## config.mk

```make
export PLATFORM = sky130hd
export DESIGN_NAME = uart_tx_feeder
export DESIGN_NICKNAME = d
export VERILOG_FILES = /design/src/rtl/uart_tx_feeder.sv
export SDC_FILE = /design/constraint.sdc
export NUM_CORES = 1
export LEC_CHECK = 0
export BUFFER_PORTS_ARGS = -buffer_cell sky130_fd_sc_hd__buf_4
export CAP_MARGIN = 25
export CORE_ASPECT_RATIO = 1.1
export CORE_MARGIN = 2
export CORE_UTILIZATION = 31
export DETAILED_ROUTE_END_ITERATION = 8
export SLEW_MARGIN = 5
export SYNTH_ARGS = -nofsm -noshare
export SYNTH_HDL_FRONTEND = slang
export SYNTH_SLANG_ARGS = --single-unit
```

## constraint.sdc

```tcl
create_clock -name CLK -period 7.9 [get_ports CLK]
set_input_delay 0.79 -clock CLK [delete_from_list [all_inputs] [get_ports CLK]]
set_output_delay 0.79 -clock CLK [all_outputs]
set_load 0.05 [all_outputs]
```

## src/rtl/uart_tx_feeder.sv

```systemverilog
// Byte FIFO and launch sequencer feeding the UART transmitter (TX clock domain).
// Define UART_TXF_OVERFLOW_FLAG_EN to add the sticky OVERFLOW flag and OVF_CLR input.
module uart_tx_feeder #(
    parameter int DATA_WIDTH   = 8,
    parameter int ADDR_W       = 3,
    parameter int BUSY_TIMEOUT = 4
) (
    input  logic                  CLK,
    input  logic                  RST,
    input  logic                  WR_EN,
    input  logic [DATA_WIDTH-1:0] WR_DATA,
    input  logic                  TX_BUSY,
`ifdef UART_TXF_OVERFLOW_FLAG_EN
    input  logic                  OVF_CLR,
    output logic                  OVERFLOW,
`endif
    output logic [DATA_WIDTH-1:0] TX_P_DATA,
    output logic                  TX_DATA_VALID,
    output logic                  FULL,
    output logic                  EMPTY,
    output logic [ADDR_W:0]       FIFO_LEVEL
);

    localparam int DEPTH = 1 << ADDR_W;
    localparam int CW    = (BUSY_TIMEOUT > 2) ? $clog2(BUSY_TIMEOUT) : 1;
    localparam logic [CW-1:0] LAST = CW'(BUSY_TIMEOUT - 1);

    typedef enum logic [1:0] {
        IDLE,
        LAUNCH,
        WAIT_BUSY,
        WAIT_DONE
    } state_t;

    state_t                state;
    logic [CW-1:0]         wait_cnt;
    logic [DATA_WIDTH-1:0] mem [DEPTH];
    logic [ADDR_W:0]       wr_ptr;
    logic [ADDR_W:0]       rd_ptr;
    logic                  push;
    logic                  pop;

    // Extra pointer MSB distinguishes full from empty when the low bits match.
    assign EMPTY      = (wr_ptr == rd_ptr);
    assign FULL       = (wr_ptr[ADDR_W] != rd_ptr[ADDR_W]) &&
                        (wr_ptr[ADDR_W-1:0] == rd_ptr[ADDR_W-1:0]);
    assign FIFO_LEVEL = wr_ptr - rd_ptr;
    assign push       = WR_EN && !FULL;
    assign pop        = (state == IDLE) && !EMPTY && !TX_BUSY;

    always_ff @(posedge CLK) begin
        if (push) begin
            mem[wr_ptr[ADDR_W-1:0]] <= WR_DATA;
        end
    end

    always_ff @(posedge CLK or posedge RST) begin
        if (RST) begin
            wr_ptr <= '0;
            rd_ptr <= '0;
        end else begin
            if (push) begin
                wr_ptr <= wr_ptr + 1'b1;
            end
            if (pop) begin
                rd_ptr <= rd_ptr + 1'b1;
            end
        end
    end

    // A launch that never sees busy is treated as consumed, not retried.
    always_ff @(posedge CLK or posedge RST) begin
        if (RST) begin
            state         <= IDLE;
            wait_cnt      <= '0;
            TX_P_DATA     <= '0;
            TX_DATA_VALID <= 1'b0;
        end else begin
            TX_DATA_VALID <= 1'b0;
            unique case (state)
                IDLE: begin
                    if (pop) begin
                        TX_P_DATA     <= mem[rd_ptr[ADDR_W-1:0]];
                        TX_DATA_VALID <= 1'b1;
                        state         <= LAUNCH;
                    end
                end
                LAUNCH: begin
                    wait_cnt <= '0;
                    state    <= WAIT_BUSY;
                end
                WAIT_BUSY: begin
                    if (TX_BUSY) begin
                        state <= WAIT_DONE;
                    end else if (wait_cnt == LAST) begin
                        state <= IDLE;
                    end else begin
                        wait_cnt <= wait_cnt + 1'b1;
                    end
                end
                WAIT_DONE: begin
                    if (!TX_BUSY) begin
                        state <= IDLE;
                    end
                end
                default: state <= IDLE;
            endcase
        end
    end

`ifdef UART_TXF_OVERFLOW_FLAG_EN
    always_ff @(posedge CLK or posedge RST) begin
        if (RST) begin
            OVERFLOW <= 1'b0;
        end else if (WR_EN && FULL) begin
            OVERFLOW <= 1'b1;
        end else if (OVF_CLR) begin
            OVERFLOW <= 1'b0;
        end
    end
`endif

endmodule
```

==> Yosys cells after proc, flatten, opt, wreduce, memory -nomap -nowiden <==
Memories as Yosys holds them, arrays and structs flattened. A register that Yosys moved wholly into a read port is not among the register bits.
Cells that the tools add are included.
Widths: inputs -> output; s select.
{ "op_classes": {"n_addsub": 4, "mul": 0, "div_mod_pow": 0, "order_cmp": 0, "n_eq_ne": 12, "n_shift": 0, "mux": 12, "bitwise": 0, "n_reduce_logical": 12} }
{ "op_table": {"columns": ["op", "count"], "rows": [
  ["$mux 2", 6],
  ["$add 4x1->4 const B", 2],
  ["$ne 2x2->1 const B", 4],
  ["$pmux 2 s4", 1],
  ["$eq 2x2->1 const B", 3],
  ["$reduce_and 3->1", 2],
  ["$eq 4x4->1", 1],
  ["$logic_and 1x1->1", 4],
  ["$mux 1", 4],
  ["$pmux 2 s2", 1],
  ["$sub 4x4->4", 1],
  ["$eq 3x3->1", 1],
  ["$logic_not 1->1", 3],
  ["$ne 3x3->1 const B", 1],
  ["$add 2x1->2 const B", 1],
  ["$eq 2x1->1 const B", 1],
  ["$logic_not 2->1", 1],
  ["$reduce_and 2->1", 1],
  ["$reduce_bool 2->1", 1],
  ["$ne 1x1->1", 1]
]} }
{ "word_totals": {"register_bits": 13, "latch_bits": 0, "ramBits": 64, "mem_bits_ro": 0, "input_bits": 12, "wordCells": 46, "mem_count": 1} }
{ "mem_list": {"columns": ["name", "words", "word_bits", "read_ports", "rd_clocked_by_memory_dff", "wr", "line_no", "rtl"], "rows": [
  ["mem", 8, 8, 1, 1, 1, "37", "logic [DATA_WIDTH-1:0] mem [DEPTH];"]
]} }

==> Longest topological paths before layout <==
Gate-level depths: netlist of run 1.
{ "logic_depth": {"depth_word": 6, "ltp_mapped": 10} }

==> Worst setup path before layout of run 1 <==
No wires, ideal clock.
{ "synth_timing": {"path_kind": "register to output", "start": "reg rd_ptr[1]", "end": "out FIFO_LEVEL[3]", "arrival_time_ns": 2.135, "required_ns": 7.110, "slack_ns": 4.975, "stages_incl_launch_ff": 8, "path_buffers": 2, "path_cell_list": "dfrtp_1 -> buf_2 -> buf_2 -> inv_1 -> ha_1 -> a21o_1 -> a21oi_1 -> xnor2_1"} }
{ "synth_via": {"elab_chain_cells": 1} }
{ "synth_rtl": {"columns": ["item", "line_no", "rtl"], "rows": [
  ["start: declaration", "39", "logic [ADDR_W:0] rd_ptr;"],
  ["start signal: assignment", "66", "rd_ptr <= rd_ptr + 1'b1;"],
  ["$sub 4x4->4", "47", "assign FIFO_LEVEL = wr_ptr - rd_ptr;"],
  ["end: declaration", "21", "output logic [ADDR_W:0] FIFO_LEVEL"]
]} }
No other way between the ends.

==> Worst setup path after layout of run 1 <==
Ends and elaborated chain as after synthesis.

==> results.toml, run 1 <==
[status]
outcome = "complete, no violations"

[sta]
relSlewSlack = 0.386
fmaxAchievable_ghz = 0.315
setup_violations = 0
hold_viol = 0
rsz0062_at_grt = "false"
period_needed_ns = 3.18
fin_skew_ns = 0.00830
finalMaxSlewViolations = 0
min_period_over_period = 0.402
setup-tns-final_ns = 0
worst_slew_pin_slew_ns = 0.918

[placement]
placed_cells = 374
port_buffers = 26
post-dp-hpwl_um = 4150
place_congestion = 0.723

[floorplan]
io_pins = 27
die_w_um = 105
die_h_um = 115
core_mm2 = 0.0109
rows = 40
start_util = 0.319
die_area_mm2 = 0.0121

[synth]
postSynthCellCount = 206
yosysWarnings = 0
synth_nets = 225
synth_edf_count = 64
synth_cell_types = 30
synthTopCellsByArea = "edfxtp_1 55%, dfrtp_1 15%, mux4_2 9.7%"
syn_area_per_cell_um2 = 16.9
dominantRegCellSynth = "edfxtp_1"
synth_top_cells_by_count = "64 x edfxtp_1, 21 x dfrtp_1, 20 x nand2_1"
synth.most_common_cell = "edfxtp_1"
yosysSeqAreaShare = 0.704
synthArstFlopShare = 0.247
synth_top_area_cell = "edfxtp_1"
ys_seq_elements = 85
yosysTopAreaCellShare = 0.553
syn_area_mm2 = 0.00348

[clock_network]
clock_latency_ns = 0.34
clockRootBuffer = "clkbuf_16"
clkTransAtPathRegs_ns = 0.06
cts_setup_buffers = 0
numCtsBuffers = 9
clk_path_buf_depth = 2
clock-sinks = 85
htreeDepth = 3
cts_hold_buf = 0
ctsResizeCount = 0
cts_tree = "yes"

[setup_path]
crit_required_ns = 7.11
cp-end-kind = "output pin"
start_kind = "register"
worstSetupPathType = "register to output pin"
cp.arrival_ns = 2.39
path_max_fanout = 21

[power_and_ir_drop]
pwr-share-clk = 0.249
p_leak_nw = 1.59
switching_power_w = 0.000696
power_density_mw_per_mm2 = 442
combPwrFrac = 0.388
irDropWorstVdd_mv = 0.386
p_int_w = 0.00114
p_sw_frac = 0.379
seq_power_share = 0.363

[global_routing]
track_usage = 0.115
gr-total-overflow = 0
grt_pass1_wl_um = 10100
grt_pass1_vias = 1896
grt_antenna_before_repair = 0
grt_max_degree = 22

[routing]
first_pass_iters = 4
wl_per_cell_um = 15.7
wirelength_um = 6150
ant_nets = 0
dr_total_vias = 1782
dr.first_iter.drc_count = 76
avgViaCountPerCell = 4.56
drc = 0

[finish]
drive_gt1_frac = 0.258
stdcell_count = 391
fin_nets = 258
nFillCells = 1046
n_antenna_cell = 0
area_growth_pct = 19.3

[worst_hold_path]
hold_class = "register to register"

[job]
maxCapViolations = 0
## sequential cells by signal, indices dropped and copies added, names as in the netlist
signal / cells
mem: 64
state: 2
wait_cnt: 2
rd_ptr: 4
wr_ptr: 4
TX_DATA_VALID: 1
TX_P_DATA: 8
## routing by layer
| metal | global-route usage | wire length [um] | vias up | part of all wire |
|---|---|---|---|---|
| li1 | - | - | 842 | - |
| met1 | 0.142 | 2680 | 887 | 0.44 |
| met2 | 0.187 | 3000 | 44 | 0.49 |
| met3 | 0.0272 | 323 | 9 | 0.053 |
| met5 | 0 | 0 | - | 0 |
| met4 | 0.0640 | 144 | 0 | 0.023 |
## logic make-up after synthesis
group | share of synthesized area
compound gates | 0.0331
flops | 0.704
xor+xnor | 0.0227
fa+ha+maj | 0.0273
simple gates | 0.0522
mux | 0.131
buf+inv | 0.0299
## path summary, 6_finish.rpt
kind                                       endpoint  slack, ns  cells after the start                      from
max in group asynchronous     rd_ptr[1]$_DFFE_PP0P_       6.80                      2                       RST
setup / recovery                      FIFO_LEVEL[3]       4.72                      6     rd_ptr[1]$_DFFE_PP0P_
setup reg to reg                mem[6][2]$_DFFE_PP_       4.78                      6     rd_ptr[1]$_DFFE_PP0P_
hold reg to reg            TX_P_DATA[5]$_DFFE_PP0P_       0.48                      2  TX_P_DATA[5]$_DFFE_PP0P_
min in group asynchronous     wr_ptr[1]$_DFFE_PP0P_       0.60                      2                       RST
hold / removal             TX_P_DATA[5]$_DFFE_PP0P_       0.48                      2  TX_P_DATA[5]$_DFFE_PP0P_
## area by class of cell
type,instances,area (um^2),area share
flip-flops and latches,85,2450,0.590
multi-input cells,103,926,0.223
clock buffers,9,225,0.0543
repair buffers,30,223,0.0537
well taps,147,184,0.0443
clock inverters,7,105,0.0253
inverters,10,37.5,0.00905
## cells in the final DEF (no fill, tap or decap), drive strengths merged
cell	n
nand2b	1
and2	1
a22o	2
edfxtp	64
mux2i	8
a21oi	3
inv	13
nand2	20
a21o	2
o21ai	12
clkinvlp	1
a21boi	1
ha	6
or3	1
xnor2	7
clkinv	1
nor4	1
nor2	12
nor3	3
mux4	16
buf	30
xor2	2
bufinv	2
nand3	2
mux2	1
fa	1
clkbuf	9
dfrtp	21
and3	1
## power by group through the flow
| stage | Clock [W] | Sequential, W | Combinational [W] |
|---|---|---|---|
| 2_1_floorplan | 0 | 0.000700 | 0.000509 |
| 3_3_place_gp | 0 | 0.000674 | 0.000710 |
| 3_5_place_dp | 0 | 0.000678 | 0.000719 |
| 4_1_cts | 0.000467 | 0.000669 | 0.000720 |
| 5_1_grt | 0.000488 | 0.000683 | 0.000769 |
| 6_report | 0.000457 | 0.000666 | 0.000712 |
## metrics by stage
stage	power, W	utilization	setup WS, ns	instance area, um^2	hold WS (ns)
global placement	0.00138	0.349	4.64	3810	0.469
finish	0.00184	0.380	4.72	4150	0.485
CTS	0.00186	0.380	4.59	4140	0.491
global route	0.00194	0.380	4.48	4150	0.535
detailed placement	0.00140	0.349	4.60	3810	0.477
floorplan	0.00121	-	4.98	3480	0.492
## critical path: stages (launching register included)
cell and delay (ns):
dfrtp_1 0.91, inv_1 0.10, ha_1 0.34, a21o_1 0.17, a21oi_1 0.17, xnor2_1 0.14, buf_4 0.22
Note: power is estimated with default switching activity, not from simulation.
==> inputs of run 2 (changes only) <==
Clock period 7.9 ns to 3.1 ns, I/O delays scaled along.
==> run 2 against run 1 <==
  * Clock-buffer cell count unchanged
  * Combinational power increased to 2.7 times the previous value
  * Clock power increased by 130%
  * Sequential power increased by 140%
  * Non-clock buffer count increased by 7
  * First-iteration DRC count increased by 5.3%
  * Final cell count increased by 1.8%
  * Hold slack got worse by 0.34 ns
  * Clock skew decreased by 0.00083 ns
  * Wire length increased by 1.8%
  * Die area unchanged
  * Global-route usage decreased by 0.19 points
  * Critical path type is now register to register
  * Critical endpoint is now rd_ptr[3]$_DFFE_PP0P_
  * Highest routed layer unchanged
==> results.toml, run 2 (synthesized netlist as in run 1, its figures left out) <==
[status]
outcome = "complete, no violations"

[clock_network]
cts_tree = "yes"
htreeDepth = 3
clkTransAtPathRegs_ns = 0.07
clock_latency_ns = 0.34
clk_path_buf_depth = 2
cts_hold_buf = 0
ctsResizeCount = 0
clockRootBuffer = "clkbuf_16"
numCtsBuffers = 9
clock-sinks = 85
cts_setup_buffers = 0

[power_and_ir_drop]
p_leak_nw = 1.61
irDropWorstVdd_mv = 0.593
power_density_mw_per_mm2 = 1110
power_w = 0.00461

[finish]
final_common_cell = "edfxtp_1"
layout.cells.most_common_list = "64 x edfxtp_1, 37 x buf_4, 21 x dfrtp_1, 20 x nand2_1, 15 x mux4_2"
area_growth_pct = 19.9
fin_nets = 265
utilization = 0.382
n_antenna_cell = 0
fin_area_mm2 = 0.00417
largest_reg_flops = 64
drive_gt1_frac = 0.279
nFillCells = 1051

[placement]
place_area_mm2 = 0.00387
place_congestion = 0.803
post-dp-hpwl_um = 4260
port_buffers = 26

[sta]
min_period_over_period = 0.735
hold_slack_ns = 0.140
relSlewSlack = 0.457
fin_skew_ns = 0.00748
period_needed_ns = 2.28
setup_violations = 0
setup-tns-final_ns = 0
finalMaxSlewViolations = 0
fmaxAchievable_ghz = 0.439
worst_slew_pin_slew_ns = 0.813
rsz0062_at_grt = "false"
hold_viol = 0

[routing]
first_pass_iters = 4
avgViaCountPerCell = 4.49
drt-met1-wl_um = 3070
wl_per_cell_um = 15.7
wl_met3_um = 236
dr.first_iter.drc_count = 80
dr_total_vias = 1787
wirelength_um = 6260
dr_wl_met2_um = 2820
drc = 0
ant_nets = 0
top_layer_used = "met4"

[floorplan]
core_mm2 = 0.0109
die_h_um = 115
start_util = 0.319
die_w_um = 105
die_area_mm2 = 0.0121
rows = 40
io_pins = 27

[job]
maxCapViolations = 0

[global_routing]
grt_pass1_wl_um = 10100
grt_pass1_vias = 1895
grt_antenna_before_repair = 0
grt_max_degree = 22
track_usage = 0.113
gr-total-overflow = 0

[setup_path]
worstSetupPathType = "register to register"
path_cells = "buf_4, inv_1, ha_1, nand3_1, o21ai_1, buf_4, nor2_1, xor2_1"
slowest_stage = "o21ai_1"
path_max_fanout = 13
cpMostUsedCell = "buf_4"
start_kind = "register"
cp-end-kind = "register"
crit_required_ns = 3.32
cp.arrival_ns = 2.49
crit_path_max_incr_delay_ns = 0.54

[worst_hold_path]
hold_class = "primary input to asynchronous set/reset pin"
run 2: cell types whose count changed in the layout (fill, tap and decap cells not counted), sizes merged:
cell      previous run  this run
clkinvlp             1         0
buf                 30        37
bufinv               2         0
clkinv               1         2
inv                 13        15
run 2: cell type report:
cell class / count / area, um^2 / area share
Tap cell: 147 / 184 / 0.0441
Clock inverter: 7 / 71.3 / 0.0171
Inverter: 10 / 37.5 / 0.00900
Timing Repair Buffer: 37 / 278 / 0.0666
Clock buffer: 9 / 225 / 0.0540
Sequential cell: 85 / 2450 / 0.587
Multi-Input combinational cell: 103 / 926 / 0.222
run 2: worst max-delay path, delay by kind of cell, from the launching register on:
family	cells	cell delay, ns
AOI/OAI and AO/OA	1	0.54
xor gates and xnor gates	1	0.13
adders and majority gates	1	0.35
buffers and inverters	3	0.58
DFF	1	0.33
and+or+nand+nor	2	0.22
run 2: power breakdown:
group	switching, W	internal, W	total (W)
clock network	0.000471	0.000568	0.00104
registers	0.000141	0.00148	0.00163
logic	0.00121	0.000734	0.00195
total	0.00182	0.00279	0.00461
run 2: path summary, 6_finish.rpt:
path,start,endpoint,slack (ns),cells past startpoint
max in group asynchronous,RST,TX_DATA_VALID$_DFF_PP0_,2.46,2
setup reg to reg,rd_ptr[2]$_DFFE_PP0P_,rd_ptr[3]$_DFFE_PP0P_,0.82,8
hold reg to reg,TX_P_DATA[4]$_DFFE_PP0P_,TX_P_DATA[4]$_DFFE_PP0P_,0.50,2
setup / recovery,rd_ptr[2]$_DFFE_PP0P_,rd_ptr[3]$_DFFE_PP0P_,0.82,8
min in group CLK,WR_DATA[1],mem[2][1]$_DFFE_PP_,0.21,1
hold / removal,RST,state[1]$_DFFE_PP0P_,0.14,2
run 2: per-stage QoR:
| step | worst slack [ns] | std cells |
|---|---|---|
| floorplan | 0.372 | 206 |
| global placement | 0.873 | 382 |
| detailed placement | 0.837 | 382 |
| CTS | 0.821 | 398 |
| global route | 0.633 | 398 |
| finish | 0.821 | 398 |
run 2: per-layer routing:
metal  vias to the layer above  global-route usage
li1                        853                   -
met1                       886               0.149
met2                        37               0.170
met3                        11              0.0334
met4                         0              0.0587
met5                         -                   0
==> inputs of run 3 (changes only) <==
Clock period 3.1 ns to 2.25 ns, I/O delays scaled along.
==> run 3 against run 2 <==
  * Design area is 2.6% higher
  * Sequential cell count did not move
  * Via count rose by 2.6%
  * Sequential power is 36% higher
  * Worst setup slack got worse by 0.66 ns
  * Combinational power up 46%
  * Hold slack worse by 0.082 ns
  * Critical path depth did not move
  * Register-to-register slack got worse by 0.66 ns
==> results.toml, run 3 (synthesized netlist as in run 1, its figures left out) <==
[floorplan]
core_mm2 = 0.0109
die_w_um = 105
die_area_mm2 = 0.0121
rows = 40
start_util = 0.319
die_h_um = 115
io_pins = 27

[clock_network]
clockRootBuffer = "clkbuf_16"
ctsResizeCount = 0
clk_path_buf_depth = 2
htreeDepth = 3
cts_hold_buf = 0
clkTransAtPathRegs_ns = 0.07
clock-sinks = 85
numCtsBuffers = 9
cts_tree = "yes"
clock_latency_ns = 0.33
cts_setup_buffers = 0

[global_routing]
gr-usage-met3 = 0.0312
grt_pass1_vias = 1910
grt_use_met2 = 0.199
grt_max_degree = 22
busiest_layer = "met2"
met1_usage = 0.153
gr-total-overflow = 0
track_usage = 0.119
grt_antenna_before_repair = 0
grt_pass1_wl_um = 10800

[job]
maxCapViolations = 0

[setup_path]
worstSetupPathType = "register to register"
cp-end-kind = "register"
cp.arrival_ns = 2.12
crit_required_ns = 2.29
start_kind = "register"
path_max_fanout = 6

[routing]
dr.first_iter.drc_count = 66
ant_nets = 0
wirelength_um = 6620
wl_per_cell_um = 16.5
first_pass_iters = 4
dr_total_vias = 1833
avgViaCountPerCell = 4.57
drc = 0

[sta]
hold_viol = 0
min_period_over_period = 0.927
fmaxAchievable_ghz = 0.480
rsz0062_at_grt = "false"
setup_violations = 0
hold_slack_ns = 0.0578
relSlewSlack = 0.457
finalMaxSlewViolations = 0
period_needed_ns = 2.08
fin_skew_ns = 0.00632
setup-tns-final_ns = 0
worst_slew_pin_slew_ns = 0.814

[power_and_ir_drop]
power_density_mw_per_mm2 = 1560
power_w = 0.00667
irDropWorstVdd_mv = 0.927
p_leak_nw = 1.65

[finish]
drive_gt1_frac = 0.323
area_growth_pct = 23.1
stdcell_count = 401
n_antenna_cell = 0
final_common_cell = "edfxtp_1"
layout.cells.most_common_list = "64 x edfxtp_1, 40 x buf_4, 21 x dfrtp_1, 19 x nand2_1, 15 x mux4_2"
largest_reg_flops = 64
fin_nets = 268

[placement]
place_congestion = 0.795
port_buffers = 26
placed_cells = 385
post-dp-hpwl_um = 4470

[status]
outcome = "complete, no violations"

[worst_hold_path]
hold_class = "primary input to asynchronous set/reset pin"
run 3: metal layers:
layer / part of all wire / up-vias / wire length (um)
li1: - / 856 / -
met2: 0.49 / 36 / 3240
met3: 0.040 / 5 / 263
met4: 0.0086 / 0 / 57
met5: 0 / - / 0
met1: 0.46 / 936 / 3050
run 3: critical path: stages (launching register included):
cell and delay [ns]:
dfrtp_1 0.39, inv_1 0.09, ha_1 0.35, and3_1 0.17, a21boi_2 0.18, buf_4 0.15, nand2_1 0.14, nor2_2 0.15
buf_4 0.18
run 3: power by group:
group / switching [W] / internal, W
clock network: 0.000615 / 0.000991
logic: 0.00180 / 0.00106
registers: 0.000168 / 0.00205
total: 0.00258 / 0.00409
run 3: path summary, 6_finish.rpt:
kind	startpoint	end	cells past startpoint	slack [ns]
worst max-delay path	wr_ptr[0]$_DFFE_PP0P_	mem[5][7]$_DFFE_PP_	8	0.17
max in group asynchronous	RST	TX_P_DATA[0]$_DFFE_PP0P_	2	1.69
worst min register to register	TX_P_DATA[4]$_DFFE_PP0P_	TX_P_DATA[4]$_DFFE_PP0P_	2	0.49
worst min-delay path	RST	wait_cnt[0]$_DFFE_PP0P_	2	0.06
min in group CLK	WR_DATA[1]	mem[4][1]$_DFFE_PP_	1	0.13
worst max register to register	wr_ptr[0]$_DFFE_PP0P_	mem[5][7]$_DFFE_PP_	8	0.17
run 3: metrics by stage:
stage                     setup slack [ns]  utilization  cell area [um^2]
after CTS                            0.157        0.392              4280
after floorplan                    0.00325            -              3540
after detailed placement             0.189        0.362              3950
after global routing               0.00168        0.392              4280
after global placement               0.211        0.362              3950
final                                0.165        0.392              4280
run 3: layout make-up:
class / instances / area (um^2)
Clock buffer: 9 / 225
Clock inverter: 7 / 108
Fill cell: 1041 / 6630
Inverter: 10 / 37.5
Multi-Input combinational cell: 103 / 977
Sequential cell: 85 / 2450
Tap cell: 147 / 184
Timing Repair Buffer: 40 / 300
